<file path="src/rtl/alu_sequencer.sv">
// alu_sequencer: multi-cycle controller for an external 8-bit ALU.
//   clk, reset        : clock, synchronous active-high reset
//   start / done      : launch program at pc=0 from IDLE or HALT / high in HALT
//   instr_*           : instruction fetch handshake (req held until vld)
//   mem_*             : data memory handshake (req held until ack)
//   alu_cmd..sc_in    : registered ALU operand drive, valid during EXEC
//   rslt..lessthan    : ALU results, sampled in EXEC
// Each instruction is FETCH -> DECODE -> EXEC (3 cycles with zero-wait fetch);
// cmd 010 adds a MEM phase that lasts until mem_ack.
// Opcode map (ir[8:6]): 000/101 reg op, 100 half-set (4-bit immediate in
// ir[5:2], register R[ir[1:0]]), 001 shift/inc/dec group, 010 load/store
// (ir[5]=1 store), 011 branch-if-notequal, 110 branch-if-lessthan,
// 111 no-op, with 9'h1FF meaning halt.
module alu_sequencer #(
  parameter logic [9:0] LUT0 = 10'd0,
  parameter logic [9:0] LUT1 = 10'd0,
  parameter logic [9:0] LUT2 = 10'd0,
  parameter logic [9:0] LUT3 = 10'd0,
  parameter logic [9:0] LUT4 = 10'd0,
  parameter logic [9:0] LUT5 = 10'd0,
  parameter logic [9:0] LUT6 = 10'd0,
  parameter logic [9:0] LUT7 = 10'd0
) (
  input  logic       clk,
  input  logic       reset,
  input  logic       start,
  output logic       done,
  output logic       instr_req,
  output logic [9:0] instr_addr,
  input  logic       instr_vld,
  input  logic [8:0] instr,
  output logic       mem_req,
  output logic       mem_we,
  output logic [7:0] mem_addr,
  output logic [7:0] mem_wdata,
  input  logic [7:0] mem_rdata,
  input  logic       mem_ack,
  output logic [2:0] alu_cmd,
  output logic [2:0] typeselect,
  output logic [3:0] immed,
  output logic [7:0] inA,
  output logic [7:0] inB,
  output logic       sc_in,
  input  logic [7:0] rslt,
  input  logic       sc_o,
  input  logic       notequal,
  input  logic       lessthan
);

  localparam logic [2:0] CMD_SHIFT = 3'b001;
  localparam logic [2:0] CMD_MEM   = 3'b010;
  localparam logic [2:0] CMD_BNE   = 3'b011;
  localparam logic [2:0] CMD_HSET  = 3'b100;
  localparam logic [2:0] CMD_BLT   = 3'b110;
  localparam logic [2:0] CMD_SYS   = 3'b111;

  typedef enum logic [2:0] {IDLE, FETCH, DECODE, EXEC, MEM, HALT} state_t;

  state_t          state, state_nxt;
  logic [7:0][7:0] rf;
  logic [9:0]      pc;
  logic            sc;
  logic [8:0]      ir;
  logic [2:0]      dst;     // write-back index, latched with the operands
  logic [2:0]      a_idx;
  logic [9:0]      lut_tgt;
  logic [9:0]      pc_inc;
  logic [2:0]      cmd;

  assign cmd    = ir[8:6];
  assign pc_inc = pc + 10'd1;   // natural 10-bit wrap 3FF -> 000

  assign done       = (state == HALT);
  assign instr_req  = (state == FETCH);
  assign instr_addr = pc;
  assign mem_req    = (state == MEM);
  assign mem_we     = (state == MEM) & ir[5];

  // Operand A source: branches compare R[ir[5:3]], half-set only reaches R0..R3.
  always_comb begin
    a_idx = ir[2:0];
    case (cmd)
      CMD_BNE, CMD_BLT: a_idx = ir[5:3];
      CMD_HSET:         a_idx = {1'b0, ir[1:0]};
      default:          a_idx = ir[2:0];
    endcase
  end

  always_comb begin
    case (ir[2:0])
      3'd0:    lut_tgt = LUT0;
      3'd1:    lut_tgt = LUT1;
      3'd2:    lut_tgt = LUT2;
      3'd3:    lut_tgt = LUT3;
      3'd4:    lut_tgt = LUT4;
      3'd5:    lut_tgt = LUT5;
      3'd6:    lut_tgt = LUT6;
      default: lut_tgt = LUT7;
    endcase
  end

  always_ff @(posedge clk) begin
    if (reset) state <= IDLE;
    else       state <= state_nxt;
  end

  always_comb begin
    state_nxt = state;
    case (state)
      IDLE, HALT: if (start) state_nxt = FETCH;
      FETCH:      if (instr_vld) state_nxt = DECODE;
      DECODE:     state_nxt = EXEC;
      EXEC: begin
        if (cmd == CMD_MEM)     state_nxt = MEM;
        else if (ir == 9'h1FF)  state_nxt = HALT;
        else                    state_nxt = FETCH;
      end
      MEM:        if (mem_ack) state_nxt = FETCH;
      default:    state_nxt = IDLE;
    endcase
  end

  always_ff @(posedge clk) begin
    if (reset) begin
      rf         <= '0;
      pc         <= '0;
      sc         <= 1'b0;
      ir         <= '0;
      dst        <= '0;
      alu_cmd    <= '0;
      typeselect <= '0;
      immed      <= '0;
      inA        <= '0;
      inB        <= '0;
      sc_in      <= 1'b0;
      mem_addr   <= '0;
      mem_wdata  <= '0;
    end else begin
      case (state)
        IDLE, HALT: if (start) pc <= '0;
        FETCH:      if (instr_vld) ir <= instr;
        DECODE: begin
          alu_cmd    <= cmd;
          typeselect <= ir[5:3];
          immed      <= ir[5:2];
          inA        <= rf[a_idx];
          inB        <= rf[0];
          sc_in      <= sc;
          dst        <= a_idx;
        end
        EXEC: begin
          case (cmd)
            CMD_SHIFT: begin
              rf[dst] <= rslt;
              // inc/dec (typeselect 11x) must not disturb the carry
              if (typeselect[2:1] != 2'b11) sc <= sc_o;
              pc <= pc_inc;
            end
            CMD_BNE: pc <= notequal ? lut_tgt : pc_inc;
            CMD_BLT: pc <= lessthan ? lut_tgt : pc_inc;
            CMD_MEM: begin
              mem_addr  <= rf[0];
              mem_wdata <= rf[ir[2:0]];
            end
            CMD_SYS: if (ir != 9'h1FF) pc <= pc_inc;
            default: begin
              rf[dst] <= rslt;
              pc      <= pc_inc;
            end
          endcase
        end
        MEM: begin
          if (mem_ack) begin
            if (!ir[5]) rf[ir[2:0]] <= mem_rdata;
            pc <= pc_inc;
          end
        end
        default: ;
      endcase
    end
  end

endmodule

</file>
<file path="config.mk">
export PLATFORM = sky130hd
export DESIGN_NAME = alu_sequencer
export DESIGN_NICKNAME = d
export VERILOG_FILES = /design/src/rtl/alu_sequencer.sv
export SDC_FILE = /design/constraint.sdc
export NUM_CORES = 1
export LEC_CHECK = 0
export ABC_CLOCK_PERIOD_IN_PS = 3300
export BUFFER_PORTS_ARGS = -buffer_cell sky130_fd_sc_hd__buf_2
export CORE_MARGIN = 3
export CORE_UTILIZATION = 45
export CTS_BUF_LIST = sky130_fd_sc_hd__clkbuf_4 sky130_fd_sc_hd__clkbuf_8
export CTS_CLUSTER_SIZE = 14
export DETAILED_ROUTE_END_ITERATION = 8
export GPL_TIMING_DRIVEN = 0
export RECOVER_POWER = 100
export SLEW_MARGIN = 20
export SYNTH_ARGS = -nofsm -noshare
export SYNTH_HDL_FRONTEND = slang
export SYNTH_SLANG_ARGS = --single-unit
export TNS_END_PERCENT = 100
</file>
<file path="constraint.sdc">
create_clock -name clk -period 3.3 [get_ports clk]
set_clock_uncertainty 0.1 [all_clocks]
set_input_delay 0.825 -clock clk [delete_from_list [all_inputs] [get_ports clk]]
set_output_delay 0.825 -clock clk [all_outputs]
set_load 0.05 [all_outputs]
</file>
**Word-level counts from Yosys, hierarchy flattened**

Index checks and enable logic that the tools add are counted.

- $add $sub $neg: 1
- $lt $le $gt $ge: 5
- Eq/ne operators: 21
- Mux-type cells: 28
- Bitwise operators: 1
- Reduce and logical (&&, ||, !) cells: 14

Operators by type and width:

| operator | count |
|---|---|
| $mux W64 | 3 |
| $bwmux W64 | 2 |
| $pmux W64 S2 | 1 |
| $mux W10 | 5 |
| $bmux W8 S3 | 2 |
| $demux W8 S3 | 2 |
| $pmux W10 S4 | 1 |
| $mux W8 | 4 |
| $pmux W10 S3 | 1 |
| $eq A3 B3 Y1 const B | 5 |
| $mux W3 | 5 |
| $pmux W3 S5 | 1 |
| $eq A3 B2 Y1 const B | 4 |
| $lt A3 B4 Y1 const B | 3 |
| $add A10 B1 Y10 const B | 1 |
| $ne A2 B2 Y1 const B | 5 |
| $eq A9 B9 Y1 const B | 1 |
| $ne A9 B9 Y1 const B | 1 |
| $eq A3 B1 Y1 const B | 2 |
| $ge A3 B1 Y1 const B | 2 |
| $pmux W3 S2 | 1 |
| $reduce_and A3 Y1 | 2 |
| $reduce_and A5 Y1 | 1 |
| $ne A2 B1 Y1 const B | 2 |
| 10 further kinds | 13 |

- Bits in registers: 133
- Input port bits: 33
- Output and inout bits: 57
- Logic and storage cells: 91

**Longest topological paths before layout**

- Depth in word-level cells: 8
- Depth in mapped cells: 10
- Gate-level depth less buffers: 6

**Worst setup path after synthesis**

No wires, ideal clock.

- Path kind: reg-to-output
- From: reg state[0]
- To: out instr_req
- Arrival: 1.675 ns
- Data required time: 2.375 ns
- Setup slack: 0.700 ns
- Stages on the path, launching flop included: 4
- Path buffers: 1
- Path through: dfxtp_1 > buf_2 > inv_1 > nor3_1

- Word-level cells in the longest chain between the ends: 1

Ends and longest elaborated chain:

| what | RTL line | source |
|---|---|---|
| start, declared | 59 | `state_t state, state_nxt;` |
| start signal, assigned | 104 | `else state <= state_nxt;` |
| $eq A3 B1 Y1 | 74 | `assign instr_req = (state == FETCH);` |
| end, declared | 28 | `output logic instr_req,` |

Every way passes these cells.

**Final worst setup path**

- From: reg state[0]
- To: out mem_req

- Word-level cells in the longest chain between the ends: 1

Ends and longest elaborated chain:

| what | RTL line | source |
|---|---|---|
| $eq A3 B3 Y1 | 76 | `assign mem_req = (state == MEM);` |
| end, declared | 32 | `output logic mem_req,` |

Every way passes these cells.

==> flow_metrics.env <==
export IMPL_worstSetupStartpointType="register"
export IMPL_p_sw_w=0.0009515
export IMPL_clock_sinks=130
export IMPL_grt_setup_unrepaired="no"
export IMPL_dieArea_um2=16870
export IMPL_setup_violations=0
export IMPL_max_freq_ghz=0.3261
export IMPL_synth_edf_count=0
export IMPL_cts_buffers=17
export IMPL_powerDensity_nw_per_um2=419.5
export IMPL_grt_pass1_wl_mm=36.29
export IMPL_netlist_instances=867
export IMPL_hold_violations=0
export IMPL_crit_fanout=10
export IMPL_drive_gt1_share_pct=11.93
export IMPL_clk_pin_slew_ps=80
export IMPL_ys_seq_area_share_pct=37.67
export IMPL_portBuffers=73
export IMPL_yosys_cell_types_count=69
export IMPL_max_cap_viol_count=0
export IMPL_start_util_pct=46.82
export IMPL_synthTopCellsByArea="dfxtp_1 (38%), nor2_1 (9.3%), a21oi_1 (8.6%)"
export IMPL_clkLatencyLatePin_ps=450
export IMPL_ant_nets=0
export IMPL_top_level_ports=90
export IMPL_diodes=0
export IMPL_worstReg2RegStart="state[0]"
export IMPL_pwr_share_comb_pct=10.6
export IMPL_switching_share_pct=29.09
export IMPL_rows=44
export IMPL_fp_dieH_um=129.9
export IMPL_cts_max_level=4
export IMPL_wire_per_inst_um=20.49
export IMPL_area_growth_pct=12.88
export IMPL_postLayoutCoreUtil_pct=52.85
export IMPL_synth_area_leader_cell="dfxtp_1"
export IMPL_pwr_share_seq_pct=48.9
export IMPL_yosysMostFrequentCell="nor2_1"
export IMPL_wl_mm=23.69
export IMPL_whs_ps=358.2
export IMPL_synthesis_area_um2=6908
export IMPL_synth_nets=901
export IMPL_drc=0
export IMPL_grt_util_all_layers_pct=28.16
export IMPL_setup_ws_ps=233.6
export IMPL_globalplace_congestion=0.9668
export IMPL_hold_start="sc"
export IMPL_end_kind="output port"
export IMPL_tns_ps=0
export IMPL_drt_pass1_iter_count=5
export IMPL_vias=7086
export IMPL_power_share_clock_pct=40.5
export IMPL_crit_type="register to output port"
export IMPL_leakage_nw=2.525
export IMPL_fin_crit_sh_pct=92.92
export IMPL_detail_route_iter0_violations=641
export IMPL_synth_warnings=0
export IMPL_cts_tree="done"
export IMPL_synthTopCellsByCount="nor2_1 (172), dfxtp_1 (130), a21oi_1 (119)"
export IMPL_hold_buffers=0
export IMPL_ys_flop_type="dfxtp_1"
export IMPL_power_w=0.003271
export IMPL_die_x_um=129.9
export IMPL_cp_startpoint="state[0]"
export IMPL_arrival_ps=2140
export IMPL_core_area_um2=14750
export IMPL_drv_slew=0
export IMPL_cts_buffer_depth=2
export IMPL_p_int_w=0.002319
export IMPL_grt_max_degree=17
export IMPL_dp_hpwl_mm=17.84
export IMPL_status="completed"
export IMPL_required_ps=2370
export IMPL_nNetsFinal=993
export IMPL_postCtsSetupRepairBufs=0
export IMPL_period_needed_ps=3066
export IMPL_preCtsSetupSlack_ps=597.4
export IMPL_worstMarginPinSlew_ps=999.6
export IMPL_synthArstFlopShare_pct=0
export IMPL_cts_root_buf="clkbuf_8"
export IMPL_synth_top_area_share_pct=37.67
export IMPL_grt_pass1_vias=6574
export IMPL_hold_path_class="register to register"
export IMPL_syn_avg_cell_area_um2=7.968
export IMPL_slew_headroom_pct=32.65
export IMPL_cts_resized=0
export IMPL_overflow=0
export IMPL_ys_ff_latch=130
export IMPL_max_vdd_ir_drop_uv=205.2
export IMPL_viasPerCell=6.130
export IMPL_antenna_found_initial=0
-- metrics by stage --
stage          area, um^2  instances
2_1_floorplan        6908        867
3_3_place_gp         7503       1124
3_5_place_dp         7503       1124
4_1_cts              7889       1156
5_1_grt              7797       1156
6_report             7797       1156
-- worst max-delay path, stage by stage (launching register included) --
cell and delay (ps):
dfxtp_1 300, clkbuf_1 210, nor3b_2 440, buf_6 240, clkbuf_1 490
-- cells by family (layout without fill, tap and decap cells) --
group	count (synthesis)	in the layout	share of synthesized area, %
xor+xnor	1	1	0.1268
compound gates	260	260	24.05
buf+inv	81	186	5.271
mux	57	57	10.31
fa+ha+maj	1	1	0.1811
flops	130	130	37.67
simple gates	337	337	22.39
-- power groups by stage --
| stage | Clock, W | Combinational (W) | Sequential [W] |
|---|---|---|---|
| final | 0.00133 | 0.000347 | 0.00160 |
| after global placement | 0 | 0.000340 | 0.00163 |
| after detailed placement | 0 | 0.000345 | 0.00164 |
| after global routing | 0.00141 | 0.000374 | 0.00160 |
| after floorplan | 0 | 0.000222 | 0.00165 |
| after CTS | 0.00134 | 0.000346 | 0.00160 |
-- cell usage in the layout, fill, tap and decap left out, types with 3 or more instances in the layout --
cell and n:
buf_4 6, a311oi_1 3, clkbuf_8 18, clkinv_4 7
buf_6 3, nor4b_2 3, nor2b_1 12, o211ai_1 3
nand3b_1 6, a31oi_1 3, mux2_2 26, or3b_1 3
a211oi_1 19, or3_1 4, a221oi_1 5, and3_1 5
nand3_1 12, o21ai_1 9, nor3_1 8, nand2_1 85
clkbuf_1 98, a22oi_1 66, buf_1 19, inv_6 3
buf_2 24, mux2i_1 19, a222oi_1 5, nor2_1 172
mux2_1 4, mux4_2 7, nand2b_1 3, o21ai_0 9
nor2_2 4, a21oi_1 119, dfxtp_1 130
-- cell type report --
| cell class | count | area, um^2 |
|---|---|---|
| buffer | 79 | 352.8 |
| clock buffer | 19 | 255.2 |
| clock inverter | 13 | 130.1 |
| fill | 1518 | 6957 |
| inverter | 2 | 7.507 |
| multi-input combinational | 656 | 3924 |
| sequential | 130 | 2603 |
| tap | 184 | 230.2 |
| timing repair buffer | 73 | 295.3 |
-- sequential cells by signal, summed over array words and instances, names as in the netlist, 3 cells and up --
register / flops
inB: 8
typeselect: 3
instr_addr: 10
alu_cmd: 3
rf: 64
mem_addr: 8
inA: 8
state: 3
mem_wdata: 8
dst: 3
ir: 9
-- worst paths after layout --
kind,to,slack (ps),depth (start not counted)
min,sc_in,360,2
max reg2reg,rf[40],420,6
max,mem_req,230,4
min reg2reg,sc_in,360,2
-- layer usage --
layer  share of wire [%]  GRT usage (%)  vias up
li1                    -              -     3297
met4                 2.8          11.49        0
met1                  43          36.40     3383
met5                   0              0        -
met2                  46          45.98      348
met3                 8.2          5.976       58
Note: power is estimated with default switching activity, not from simulation.
